## src/rtl/inst_buffer_ctrl.sv

```systemverilog
// ---------------------------------------------------------------------------
// inst_buffer_ctrl
//   Pointer/occupancy controller for the decoded-instruction FIFO that sits
//   between decode and rename. The FIFO storage itself is an external
//   multiported SRAM (FETCH_WIDTH write ports, DISPATCH_WIDTH read ports);
//   this block only produces its enables and addresses.
//   - Compacts a sparse decoded group into consecutive FIFO entries.
//   - Presents DISPATCH_WIDTH read addresses starting at the head.
//   - Owns fetch back-pressure, the dispatch handshake and flush recovery.
//
// Optional feature macro: INSTBUF_PARTIAL_DISPATCH_EN
//   When defined, a partial group (1..DISPATCH_WIDTH-1 entries) is dispatched
//   after STARVE_CYCLES consecutive idle cycles. When undefined, only full
//   groups of DISPATCH_WIDTH are ever dispatched.
//
// Ports
//   clk               in   clock, all state on posedge
//   reset_n           in   asynchronous active-low reset
//   flush_i           in   misprediction flush (synchronous, beats all updates)
//   stall_i           in   rename-side back-pressure (only gates consumption)
//   decodeReady_i     in   decode group valid this cycle
//   decodedVector_i   in   per-slot valid, may be sparse
//   stallFetch_o      out  fetch must hold (queue cannot take a whole group)
//   writeEnable_o     out  SRAM write enable per slot
//   writeAddr_o       out  SRAM write address per slot, slot k at [k*QUEUE_LOG +: QUEUE_LOG]
//   readAddr_o        out  head, head+1, ... (mod depth), one per read port
//   instBufferReady_o out  dispatch group valid
//   dispatchCount_o   out  instructions in the presented group
//   instCount_o       out  current occupancy
// ---------------------------------------------------------------------------
module inst_buffer_ctrl #(
  parameter int QUEUE_DEPTH    = 32,
  parameter int QUEUE_LOG      = 5,
  parameter int FETCH_WIDTH    = 8,
  parameter int DISPATCH_WIDTH = 4,
  parameter int STARVE_CYCLES  = 4
) (
  input  logic                                clk,
  input  logic                                reset_n,
  input  logic                                flush_i,
  input  logic                                stall_i,
  input  logic                                decodeReady_i,
  input  logic [FETCH_WIDTH-1:0]              decodedVector_i,
  output logic                                stallFetch_o,
  output logic [FETCH_WIDTH-1:0]              writeEnable_o,
  output logic [FETCH_WIDTH*QUEUE_LOG-1:0]    writeAddr_o,
  output logic [DISPATCH_WIDTH*QUEUE_LOG-1:0] readAddr_o,
  output logic                                instBufferReady_o,
  output logic [QUEUE_LOG:0]                  dispatchCount_o,
  output logic [QUEUE_LOG:0]                  instCount_o
);

  localparam logic [2:0] ST_EMPTY   = 3'd0;
  localparam logic [2:0] ST_PARTIAL = 3'd1;
  localparam logic [2:0] ST_READY   = 3'd2;
  localparam logic [2:0] ST_FULL    = 3'd3;
  localparam logic [2:0] ST_FLUSHED = 3'd4;

  localparam logic [QUEUE_LOG:0]   C_CNT_ZERO = {(QUEUE_LOG+1){1'b0}};
  localparam logic [QUEUE_LOG:0]   C_DW       = (QUEUE_LOG+1)'(DISPATCH_WIDTH);
  // Above this occupancy a whole fetch group might not fit any more.
  localparam logic [QUEUE_LOG:0]   C_FULL_TH  = (QUEUE_LOG+1)'(QUEUE_DEPTH - FETCH_WIDTH);
  localparam logic [QUEUE_LOG-1:0] C_PTR_ZERO = {QUEUE_LOG{1'b0}};

  // Number of set bits in a slot vector, widened to occupancy width.
  function automatic logic [QUEUE_LOG:0] f_popcount(input logic [FETCH_WIDTH-1:0] v);
    logic [QUEUE_LOG:0] c;
    c = {(QUEUE_LOG+1){1'b0}};
    for (int i = 0; i < FETCH_WIDTH; i++) begin
      c = c + {{QUEUE_LOG{1'b0}}, v[i]};
    end
    return c;
  endfunction

  logic [QUEUE_LOG-1:0]           r_head;
  logic [QUEUE_LOG-1:0]           r_tail;
  logic [QUEUE_LOG:0]             r_count;
  logic [2:0]                     r_state;

  logic                           w_full;
  logic                           w_accept;
  logic [FETCH_WIDTH-1:0]         w_wr_en;
  logic [QUEUE_LOG:0]             w_run;
  logic [FETCH_WIDTH*QUEUE_LOG-1:0] w_wr_addr;
  logic [DISPATCH_WIDTH*QUEUE_LOG-1:0] w_rd_addr;
  logic [QUEUE_LOG:0]             w_nwr;
  logic                           w_grp_ready;
  logic                           w_part_ready;
  logic                           w_ready;
  logic [QUEUE_LOG:0]             w_disp_cnt;
  logic [QUEUE_LOG:0]             w_ndisp;
  logic [QUEUE_LOG:0]             w_count_nxt;
  logic [2:0]                     w_state_nxt;

  // Full is derived straight from the occupancy register so back-pressure
  // never depends on this cycle's inputs.
  assign w_full   = (r_count > C_FULL_TH);
  assign w_accept = decodeReady_i & ~w_full & ~flush_i;
  assign w_wr_en  = {FETCH_WIDTH{w_accept}} & decodedVector_i;
  assign w_nwr    = f_popcount(w_wr_en);

  // Compaction: slot k lands at tail + (valid slots below k). Addresses are
  // computed from the raw vector so idle slots still get a stable value.
  always_comb begin
    w_run     = {(QUEUE_LOG+1){1'b0}};
    w_wr_addr = {(FETCH_WIDTH*QUEUE_LOG){1'b0}};
    for (int k = 0; k < FETCH_WIDTH; k++) begin
      w_wr_addr[k*QUEUE_LOG +: QUEUE_LOG] = r_tail + w_run[QUEUE_LOG-1:0];
      w_run = w_run + {{QUEUE_LOG{1'b0}}, decodedVector_i[k]};
    end
  end

  // Read ports look at consecutive entries from the head, wrapping naturally.
  always_comb begin
    w_rd_addr = {(DISPATCH_WIDTH*QUEUE_LOG){1'b0}};
    for (int k = 0; k < DISPATCH_WIDTH; k++) begin
      w_rd_addr[k*QUEUE_LOG +: QUEUE_LOG] = r_head + QUEUE_LOG'(k);
    end
  end

  assign w_grp_ready = (r_count >= C_DW) & ~flush_i & (r_state != ST_FLUSHED);

`ifdef INSTBUF_PARTIAL_DISPATCH_EN
  localparam int                C_SW          = $clog2(STARVE_CYCLES + 1);
  localparam logic [C_SW-1:0]   C_STARVE      = C_SW'(STARVE_CYCLES);
  localparam logic [C_SW-1:0]   C_STARVE_ZERO = {C_SW{1'b0}};
  localparam logic [C_SW-1:0]   C_STARVE_ONE  = C_SW'(1);

  logic [C_SW-1:0] r_starve;

  // Starvation counter: counts idle PARTIAL cycles, saturates at the limit,
  // restarts on any queue activity.
  always_ff @(posedge clk or negedge reset_n) begin
    if (!reset_n) begin
      r_starve <= C_STARVE_ZERO;
    end else if (flush_i || (w_nwr != C_CNT_ZERO) || (w_ndisp != C_CNT_ZERO)) begin
      r_starve <= C_STARVE_ZERO;
    end else if ((r_state == ST_PARTIAL) && (r_starve != C_STARVE)) begin
      r_starve <= r_starve + C_STARVE_ONE;
    end else begin
      r_starve <= r_starve;
    end
  end

  assign w_part_ready = (r_state == ST_PARTIAL) & (r_starve == C_STARVE) & ~flush_i;
`else
  // Partial groups never dispatch in this build; the comparison is
  // constant-false for any legal STARVE_CYCLES.
  assign w_part_ready = (STARVE_CYCLES < 32'sd0);
`endif

  // Dispatch group selection: full group first, starved partial group second.
  always_comb begin
    w_ready    = 1'b0;
    w_disp_cnt = C_CNT_ZERO;
    if (w_grp_ready) begin
      w_ready    = 1'b1;
      w_disp_cnt = C_DW;
    end else if (w_part_ready) begin
      w_ready    = 1'b1;
      w_disp_cnt = r_count;
    end else begin
      w_ready    = 1'b0;
      w_disp_cnt = C_CNT_ZERO;
    end
  end

  // stall_i only decides consumption; it never reaches an output.
  assign w_ndisp     = (w_ready & ~stall_i) ? w_disp_cnt : C_CNT_ZERO;
  assign w_count_nxt = r_count + w_nwr - w_ndisp;

  // Next state classifies the next occupancy.
  always_comb begin
    w_state_nxt = ST_EMPTY;
    if (w_count_nxt == C_CNT_ZERO) begin
      w_state_nxt = ST_EMPTY;
    end else if (w_count_nxt > C_FULL_TH) begin
      w_state_nxt = ST_FULL;
    end else if (w_count_nxt >= C_DW) begin
      w_state_nxt = ST_READY;
    end else begin
      w_state_nxt = ST_PARTIAL;
    end
  end

  // Pointer, occupancy and state registers; flush wins over normal updates.
  always_ff @(posedge clk or negedge reset_n) begin
    if (!reset_n) begin
      r_head  <= C_PTR_ZERO;
      r_tail  <= C_PTR_ZERO;
      r_count <= C_CNT_ZERO;
      r_state <= ST_EMPTY;
    end else if (flush_i) begin
      r_head  <= C_PTR_ZERO;
      r_tail  <= C_PTR_ZERO;
      r_count <= C_CNT_ZERO;
      r_state <= ST_FLUSHED;
    end else begin
      r_head  <= r_head + w_ndisp[QUEUE_LOG-1:0];
      r_tail  <= r_tail + w_nwr[QUEUE_LOG-1:0];
      r_count <= w_count_nxt;
      r_state <= w_state_nxt;
    end
  end

  assign stallFetch_o      = w_full;
  assign writeEnable_o     = w_wr_en;
  assign writeAddr_o       = w_wr_addr;
  assign readAddr_o        = w_rd_addr;
  assign instBufferReady_o = w_ready;
  assign dispatchCount_o   = w_disp_cnt;
  assign instCount_o       = r_count;

endmodule

```

## config.mk

```make
export PLATFORM = sky130hd
export DESIGN_NAME = inst_buffer_ctrl
export DESIGN_NICKNAME = d
export VERILOG_FILES = /design/src/rtl/inst_buffer_ctrl.sv
export SDC_FILE = /design/constraint.sdc
export NUM_CORES = 1
export LEC_CHECK = 0
export ABC_AREA = 0
export CAP_MARGIN = 20
export CORE_MARGIN = 3
export CORE_UTILIZATION = 40
export CTS_CLUSTER_DIAMETER = 120
export CTS_CLUSTER_SIZE = 14
export DETAILED_ROUTE_END_ITERATION = 10
export HOLD_SLACK_MARGIN = 0.06
export MAX_ROUTING_LAYER = met4
export PLACE_DENSITY_LB_ADDON = 0.05
export SYNTH_ARGS = -nofsm -noshare
export SYNTH_HDL_FRONTEND = slang
export SYNTH_SLANG_ARGS = --single-unit
```

## constraint.sdc

```tcl
create_clock -name clk -period 4.8 [get_ports clk]
set_clock_uncertainty 0.1 [all_clocks]
set_input_delay 0.96 -clock clk [delete_from_list [all_inputs] [get_ports clk]]
set_output_delay 0.96 -clock clk [all_outputs]
set_load 0.005 [all_outputs]
```

==> qor.csv, run 1 <==
stage;metric;value;unit
critical_path;Startpoint Class;register;
job;max-cap violation count;0;
power_and_ir_drop;clock network power share;5.4;%
grt;grt ovf;0;
hold_path;HP Class;reg -> reg;
status;failing checks;negative setup slack;
critical_path;R2R depth;23;
power_and_ir_drop;Sequential Power Share;11.8;%
route;DRC violations left;0;
power_and_ir_drop;Lkg Pwr;2.136;nW
cells_and_area;# diodes;0;
timing;max_slew headroom;48.67;%
cts;total CTS buffers;3;
place;placed cells;454;
critical_path;worst flop-to-flop path endpoint;r_state[0];
grt;GRT Total Usage;17.81;%
timing;Slew @ Worst Pin;0.7675;ns
hold_path;min-delay src;r_head[4];
grt;initial antenna violation count;0;
cts;Reg clk slew, reported paths;0.07;ns
critical_path;CP dominant cell by count;fa_1;
timing;Final Hold Vio Count;0;
grt;largest net degree at the start of global routing;19;
critical_path;Worst R2R Setup Slack;-0.47;ns
timing;final period utilization;109.7;%
timing;Max Fclk;0.1899;GHz
route;DRT iter0 DRCs;42;
route;final wirelength;6182;µm
critical_path;worst stage delay on the critical path;0.50;ns
synthesis;Syn Inst Count;262;
synthesis;Avg Synthesized Cell Area;9.303;µm²
cells_and_area;area grow syn2layout;66.58;%
power_and_ir_drop;Switch Pwr;807.5;µW
synthesis;yosys warns;0;
critical_path;CP required;4.88;ns
timing;Hold Slack;0.5147;ns
power_and_ir_drop;Power Density;494.8;nW/µm²
place;Placed Area;3694;µm²
timing;setup ws final;-0.4659;ns
power_and_ir_drop;combinational group share of total power;82.8;%
place;IO Port Bufs;81;
timing;min Tclk post-route;5.266;ns
die;core area;5709;µm²
synthesis;synthesized cell area;2437;µm²
power_and_ir_drop;Pint;1.201;mW
cts;worst-skew pair later-pin latency;0.25;ns
cts;H-tree Lvls;1;
critical_path;CP Max Fanout;5;
die;starting density of the core;42.69;%
critical_path;FF-to-FF Start;instCount_o[5];
cells_and_area;Layout Nets;470;
power_and_ir_drop;switch share;40.20;%
timing;Setup Viol. Count Final;10;
synthesis;sequential area share after synthesis;17.45;%
route;DR WL/cell;13.24;µm
cells_and_area;Finished Layout Cells;467;
route;Via Count;2111;
synthesis;Netlist cell types;33;
critical_path;crit-path cells;inv_2, ha_4, nand2_4, nor4_4, a21oi_2, nor3b_4, and2_4, fa_1, inv_1, fa_1, fa_1, inv_1, ha_2, inv_2, fa_2, xor2_2, fa_1, inv_2, ha_4, a21oi_2, xor2_2, a311o_1, a31oi_1;
die;chip width;84.06;µm
cts;CTS Buffer Depth;2;
cts;CTS tree;yes;
synthesis;Synth Register Bits;17;
hold_path;hold endpoint;r_head[4];
grt;vias in the first global route;2132;
critical_path;Worst setup EP type;register;
power_and_ir_drop;VDD IR max;0.0005532;V
timing;Slew Limit Fails;0;
cts;root buffer cell;clkbuf_8;
die;Rows;27;
die;Die Y;84.06;µm
power_and_ir_drop;Tot Pwr;2.009;mW
timing;RSZ-0062 raised after global routing;yes;
hold_path;hold depth;2;
route;DR pass1 iterations;4;
status;status;finished with violations;
route;Final ANT Viol Nets;0;
critical_path;CP max-delay cell;fa_1;
place;gpl congestion;0.8493;
die;Die ar.;7066;µm²
cells_and_area;share of layout cells above drive strength 1;35.70;%
critical_path;CP Class;reg -> reg;
route;routed vias/inst;4.520;
die;num ports;95;
place;hpwl dp;4979;µm
grt;wire length of the first global-routing pass;10090;µm
cells_and_area;Final Cell Area;4060;µm²
cts;Num Clock Sinks;17;
critical_path;Worst EP arrival;5.34;ns
## state kept, by name (all words and copies together), names as in the netlist
register	flops
r_head	3
r_state	3
instCount_o	6
r_tail	5
## cell usage in the layout (no fill, tap or decap), types with 2 or more instances in the layout
cell             instances
xor2_2                   4
dfrtp_1                 17
and2_4                   3
fa_1                     9
xnor2_1                 16
ha_2                     3
nand2_1                  7
a21o_1                  14
a31oi_1                  2
nand3_1                  3
and2_1                   2
clkdlybuf4s15_1          2
nor2b_1                  4
dlymetal6s2s_1           2
xor2_1                  10
clkbuf_8                 3
conb_1                  13
ha_1                    34
fa_2                     6
nor2_2                   2
ha_4                     9
a21oi_1                  3
buf_4                   61
nor2_1                  13
clkdlybuf4s50_1         60
inv_1                   30
a21oi_2                 10
inv_2                    4
xnor2_2                  4
dlygate4sd2_1            5
nand3_4                  2
a21oi_4                  2
buf_6                    6
buf_2                    9
## cell type report
| class | count | area [µm²] |
|---|---|---|
| clock buffer | 4 | 45.04 |
| fill | 447 | 1649 |
| inverter | 35 | 133.9 |
| multi-input combinational | 192 | 2086 |
| sequential | 17 | 425.4 |
| tap | 72 | 90.09 |
| timing repair buffer | 147 | 1280 |
## how the worst max path moves through the flow
| stage | start | endpoint | slack (ns) | cells past startpoint |
|---|---|---|---|---|
| floorplan | flush_i | r_state[0] | -0.57 | 20 |
| global placement | flush_i | r_state[0] | -0.99 | 20 |
| detailed placement | flush_i | r_state[1] | -1.05 | 20 |
| CTS | instCount_o[5] | r_state[0] | -0.47 | 24 |
| global route | instCount_o[5] | r_state[0] | -0.76 | 24 |
| finish | instCount_o[5] | r_state[0] | -0.47 | 23 |
## routing by layer
metal	up-vias	track usage [%]	share of wire [%]
met5	-	-	0
met4	0	3.655	0.71
met3	4	1.974	3.6
met2	54	30.06	51
met1	977	23.08	45
li1	1076	-	-
## power by group through the flow
stage / sequential [mW] / combinational [mW] / clock (mW)
3_5_place_dp: 0.230 / 1.41 / 0
2_1_floorplan: 0.228 / 0.755 / 0
3_3_place_gp: 0.229 / 1.40 / 0
5_1_grt: 0.244 / 1.83 / 0.115
6_report: 0.237 / 1.66 / 0.108
4_1_cts: 0.236 / 1.45 / 0.109
## kinds of logic (layout without fill, tap and decap cells)
group / count (synthesis) / count (layout) / synth area share (%)
flops: 17 / 17 / 17.45
xor+xnor: 36 / 36 / 13.55
fa+ha+maj: 61 / 61 / 35.93
simple gates: 44 / 44 / 9.446
compound gates: 38 / 38 / 10.06
buf+inv: 64 / 186 / 13.24
other cells: 2 / 13 / 0.3081
## what timing repair did
| action | 4_1_cts | 5_1_grt |
|---|---|---|
| pin swaps | 23 | 20 |
| hold buffers | 0 | 0 |
| setup endpoints to repair | 27 | 20 |
| gates cloned | 0 | 0 |
| setup buffers | 4 | 6 |
| gates resized for setup | 85 | 31 |
## per-stage QoR
step | setup WS (ns) | utilization [%] | TNS (ns)
global placement | -0.9936 | 64.69 | -17.53
floorplan | -0.5669 | - | -2.244
detailed placement | -1.047 | 64.69 | -18.12
global route | -0.7587 | 71.12 | -4.838
finish | -0.4659 | 71.12 | -2.473
CTS | -0.4746 | 67.52 | -2.527
## synthesized netlist by cell type
cell	n	area, µm²
and3_2	1	7.510
nor3b_1	1	7.510
a31oi_1	2	12.51
a21oi_1	15	75.07
a21o_1	14	105.1
and2_1	5	31.28
nor4_1	1	6.260
buf_4	22	165.2
clkbuf_1	6	22.52
a311o_1	1	10.01
xnor2_1	20	175.2
xor2_1	14	122.6
nand2_1	8	30.03
nor2b_1	4	25.02
inv_1	35	131.4
xnor2_2	1	16.27
nor3b_2	1	12.51
fa_1	15	300.3
a21boi_0	1	7.510
o21bai_1	1	7.510
buf_1	1	3.750
a41oi_1	1	8.760
xor2_2	1	16.27
nand3_1	4	20.02
dfrtp_1	17	425.4
ha_1	46	575.6
nand3_2	1	10.01
a221oi_1	1	8.760
conb_1	2	7.510
nand2b_1	2	12.51
and3_4	1	11.26
o21ai_0	2	10.01
nor2_1	15	56.30
## critical path, delay by kind of cell, from the launching register on
kind	cells	cell delay [ns]
fa+ha+maj	8	2.72
xor+xnor	2	0.32
compound gates	4	0.67
flops	1	0.39
buf+inv	5	0.32
simple gates	4	0.68
No activity file was read; power rests on OpenSTA's default activity.
==> run 2, diff against run 1 <==
- CORE_MARGIN: 3 -> unset
==> run 2 against run 1 <==
Net effect:
- the flow still finishes with violations (negative setup slack)
- first-iteration DRC count shrank 45%
- core utilization down 0.47 points
- clock power fell by 5%
- final cell count grew 1.7%
- sequential cell count unchanged
- die area down 9.3%
- global-route usage rose by 4.4 points
- clock-buffer cell count stayed put
- fmax is 0.95% lower
- power is 8.0% higher
- combinational power rose by 9%
- sequential share of layout area decreased by 0.25 points
- critical path type unchanged
- critical endpoint unchanged
- largest cell class unchanged
==> qor.csv, run 2 (same netlist as run 1, synthesis figures left out) <==
stage;metric;value;unit
timing;max_slew headroom;44.29;%
critical_path;CP Class;reg -> reg;
timing;RSZ-0062 raised after global routing;yes;
cts;Reg clk slew, reported paths;0.06;ns
route;DR WL/cell;14.11;µm
status;failing checks;negative setup slack;
power_and_ir_drop;Lkg Pwr;2.181;nW
route;Final ANT Viol Nets;0;
hold_path;min-delay src;r_head[4];
critical_path;Worst R2R Setup Slack;-0.52;ns
power_and_ir_drop;Power Density;521.6;nW/µm²
route;DR pass1 iterations;3;
die;starting density of the core;41.41;%
status;status;finished with violations;
grt;largest net degree at the start of global routing;19;
timing;setup ws final;-0.5163;ns
cells_and_area;fin util;70.64;%
cts;CTS tree;yes;
cts;H-tree Lvls;1;
route;Via Count;2209;
cells_and_area;share of layout cells above drive strength 1;37.25;%
timing;Slew Limit Fails;0;
die;Die Y;80.06;µm
route;DRC violations left;0;
cells_and_area;# diodes;0;
critical_path;crit path buf inv count;9;
place;IO Port Bufs;81;
timing;min Tclk post-route;5.316;ns
route;DRT iter0 DRCs;23;
route;top sig layer;met4;
route;routed vias/inst;4.651;
die;chip width;80.06;µm
cells_and_area;area grow syn2layout;70.59;%
power_and_ir_drop;Tot Pwr;2.169;mW
place;gpl congestion;0.8176;
grt;vias in the first global route;2266;
route;wl on met1;2854;µm
grt;wire length of the first global-routing pass;10580;µm
hold_path;HP Class;reg -> reg;
timing;Setup Viol. Count Final;9;
cells_and_area;Layout Nets;475;
critical_path;FF-to-FF Start;instCount_o[5];
cts;total CTS buffers;3;
cells_and_area;most frequent cells in the layout;buf_4 (66), clkdlybuf4s50_1 (60), ha_1 (34);
critical_path;Worst EP arrival;5.39;ns
die;Die ar.;6410;µm²
cts;root buffer cell;clkbuf_8;
timing;Final TNS setup;-2.378;ns
critical_path;family with the most delay on the worst path;adder cells;
cells_and_area;max reg flops;6;
cts;CTS Buffer Depth;2;
die;core area;5886;µm²
grt;grt ovf;0;
cts;worst-skew pair later-pin latency;0.25;ns
place;hpwl dp;4991;µm
critical_path;CP max-delay cell;fa_1;
critical_path;crit-path cells;inv_2, buf_4, buf_4, buf_4, a21oi_4, nor3b_4, and2_4, fa_1, inv_1, fa_1, fa_1, inv_2, ha_4, inv_2, fa_2, xor2_2, fa_1, inv_2, ha_4, buf_12, xor2_4, a21boi_0, nand3_1, a31oi_1;
critical_path;crit path launch;instCount_o[5];
route;final wirelength;6700;µm
die;Rows;28;
route;routed wl met2;3493;µm
cts;Num Clock Sinks;17;
job;max-cap violation count;0;
critical_path;worst stage delay on the critical path;0.54;ns
timing;Final Hold Vio Count;0;
timing;Hold Slack;0.5098;ns
route;DR WL met3;250;µm
critical_path;CP required;4.87;ns
critical_path;Worst setup EP type;register;
timing;final period utilization;110.8;%
cells_and_area;commonest non-fill, non-tap cell in the layout;buf_4;
grt;initial antenna violation count;0;
place;Placed Area;3690;µm²
cells_and_area;Final Cell Area;4158;µm²
timing;Max Fclk;0.1881;GHz
grt;GRT Total Usage;22.26;%
power_and_ir_drop;VDD IR max;0.0004750;V
critical_path;CP Max Fanout;4;
timing;Slew @ Worst Pin;0.8357;ns
critical_path;Startpoint Class;register;
die;num ports;95;
run 2: power by group:
part | internal [mW] | switching (mW)
Clock | 0.0588 | 0.0445
Combinational | 1.03 | 0.786
Sequential | 0.184 | 0.0675
Total | 1.27 | 0.898
run 2: path summary, 6_finish.rpt:
kind,to,cells after the start
max,r_state[0],24
min,r_head[4],2
max reg2reg,r_state[0],24
min reg2reg,r_head[4],2
max in group asynchronous,r_state[2],1
min in group asynchronous,instCount_o[4],1
run 2: stage by stage:
stage	instances	setup slack (ns)
after floorplan	273	-0.5669
after global placement	456	-1.004
after detailed placement	456	-1.028
after CTS	467	-0.5268
after global routing	475	-0.7491
final	475	-0.5163
run 2: worst min-delay path, cell delays in order, from the launching register on:
cell     delay, ns
dfrtp_1       0.41
xnor2_1       0.09
nor2_1        0.07
run 2: layer usage:
layer	vias up	track usage, %
li1	1086	-
met1	1055	25.44
met2	57	40.34
met3	11	3.182
met5	-	-
met4	0	6.429
run 2: area by class of cell:
class | count | area (µm²)
multi-input cells | 192 | 2127
fillers | 449 | 1728
repair buffers | 152 | 1335
flip-flops and latches | 17 | 425.4
inverters | 35 | 131.4
well taps | 75 | 93.84
clock buffers | 4 | 45.04
run 2: repair_timing:
item,in CTS,in global routing
pin swaps,24,23
buffers inserted,8,9
setup endpoints to repair,27,22
resized for setup,82,39
hold buffers,0,0
==> run 3, diff against run 2 <==
- CORE_MARGIN: unset -> 2
- GPL_TIMING_DRIVEN: unset -> 1
- SKIP_CTS_REPAIR_TIMING: unset -> 1
==> run 3 against run 2 <==
Net effect:
- the run still ends with negative setup slack left
- clock-buffer cell count stayed put
- first-iteration DRC count up 100%
- core utilization is 1.6 points lower
- final cell count decreased by 1.3%
- fmax decreased by 0.57%
- critical path depth down 5
- power decreased by 2.4%
- combinational power down 3%
- wire length is 3.7% lower
- largest power group unchanged
==> qor.csv, run 3 (same netlist as run 1, synthesis figures left out) <==
stage;metric;value;unit
status;status;finished with violations;
status;failing checks;negative setup slack;
grt;initial antenna violation count;0;
cells_and_area;# diodes;0;
grt;largest net degree at the start of global routing;19;
die;core area;5921;µm²
die;num ports;95;
critical_path;CP Max Fanout;4;
cells_and_area;most frequent cells in the layout;clkdlybuf4s50_1 (61), buf_4 (58), ha_1 (36);
cells_and_area;Multi-input gate area;2073;µm²
critical_path;crit path buf inv count;5;
cells_and_area;# fillers;464;
timing;setup ws final;-0.5467;ns
timing;Max Fclk;0.1870;GHz
place;IO Port Bufs;81;
critical_path;crit-path cells;clkdlybuf4s50_1, and2_4, fa_1, inv_2, fa_1, fa_1, inv_2, ha_4, inv_2, fa_2, xor2_2, fa_1, inv_2, ha_4, nand2b_4, a21oi_4, xnor2_2, a311o_1, a31oi_1;
route;DR WL/cell;13.76;µm
route;routed vias/inst;4.593;
cells_and_area;Storage cell area;425.4;µm²
cells_and_area;area grow syn2layout;67.71;%
timing;Slew Limit Fails;0;
cts;CTS Buffer Depth;2;
route;DRC violations left;0;
critical_path;Startpoint Class;input pin;
power_and_ir_drop;Tot Pwr;2.116;mW
timing;Setup Viol. Count Final;11;
cts;H-tree Lvls;1;
route;DR pass1 iterations;4;
die;Rows;28;
route;final wirelength;6452;µm
cts;Reg clk slew, reported paths;0.06;ns
power_and_ir_drop;VDD IR max;0.0005225;V
timing;Slew @ Worst Pin;0.7651;ns
grt;GRT Total Usage;19.98;%
hold_path;HP Class;reg -> reg;
place;Place WS;-1.070;ns
die;Die Y;82.06;µm
route;Final ANT Viol Nets;0;
grt;vias in the first global route;2158;
die;Die ar.;6734;µm²
die;chip width;82.06;µm
critical_path;Worst EP arrival;5.42;ns
timing;RSZ-0062 raised after global routing;yes;
critical_path;CP max-delay cell;fa_1;
timing;min Tclk post-route;5.347;ns
critical_path;worst stage delay on the critical path;0.52;ns
critical_path;family with the most delay on the worst path;adder cells;
grt;grt ovf;0;
cells_and_area;share of layout cells above drive strength 1;34.26;%
job;max-cap violation count;0;
cts;CTS tree;yes;
cells_and_area;max reg flops;6;
timing;Final Hold Vio Count;0;
route;DRT iter0 DRCs;46;
critical_path;Worst setup EP type;register;
die;starting density of the core;41.17;%
place;hpwl dp;5249;µm
timing;Hold Slack;0.5253;ns
grt;wire length of the first global-routing pass;10030;µm
timing;max_slew headroom;49.00;%
timing;Final TNS setup;-3.145;ns
critical_path;CP required;4.88;ns
power_and_ir_drop;Lkg Pwr;2.215;nW
timing;final period utilization;111.4;%
cells_and_area;commonest non-fill, non-tap cell in the layout;clkdlybuf4s50_1;
cts;worst-skew pair later-pin latency;0.25;ns
place;placed cells;456;
cts;total CTS buffers;3;
place;gpl congestion;0.8283;
cts;Num Clock Sinks;17;
critical_path;CP Class;in -> reg;
cells_and_area;Finished Layout Cells;469;
route;Via Count;2154;
cts;root buffer cell;clkbuf_8;
power_and_ir_drop;Power Density;517.7;nW/µm²
cells_and_area;Layout Nets;469;
## run 3: changes by cell type in the layout (fill, tap and decap cells not counted), moves of 3 or more
cell | previous run | this run
buf_4 | 66 | 58
buf_2 | 9 | 6
dlygate4sd2_1 | 4 | 0
dlymetal6s2s_1 | 3 | 10
## run 3: layer usage
metal | track usage [%] | part of all wire (%) | up-vias | wire length, µm
met3 | 2.967 | 4.9 | 8 | 318
met2 | 35.45 | 50 | 67 | 3254
met5 | - | 0 | - | 0
met1 | 24.22 | 44 | 1003 | 2813
li1 | - | - | 1076 | -
met4 | 3.667 | 1.0 | 0 | 65
## run 3: report_power, final
group	leakage, nW	total (mW)	internal (mW)	switching (mW)
clock	0.0228	0.107	0.0589	0.0477
sequential	0.224	0.248	0.184	0.0642
combinational	1.97	1.76	1.02	0.740
total	2.22	2.12	1.26	0.851
## run 3: area by class of cell
cell class | instances | share of cell area (%)
multi-input cells | 192 | 50.72
clock buffers | 4 | 1.102
flip-flops and latches | 17 | 10.41
repair buffers | 146 | 32.26
inverters | 35 | 3.214
well taps | 75 | 2.296
## run 3: metrics by stage
step / area [µm²] / utilization (%)
after floorplan: 2587 / -
after global placement: 3690 / 62.32
after detailed placement: 3690 / 62.32
after CTS: 3735 / 63.08
final: 4088 / 69.04
after global routing: 4088 / 69.04
## run 3: path summary, 6_finish.rpt
path	cells past startpoint	from	slack [ns]	endpoint
min reg2reg	2	r_head[4]	0.53	r_head[4]
min in group asynchronous	1	reset_n	1.04	instCount_o[1]
max	19	decodedVector_i[3]	-0.55	r_state[0]
max reg2reg	24	instCount_o[5]	-0.43	r_state[0]
max in group asynchronous	1	reset_n	3.09	r_head[4]
min	2	r_head[4]	0.53	r_head[4]
## run 3: worst min-delay path, cell delays in order, from the launching register on
cell,delay [ns]
dfrtp_1,0.42
xnor2_1,0.09
nor2_1,0.07
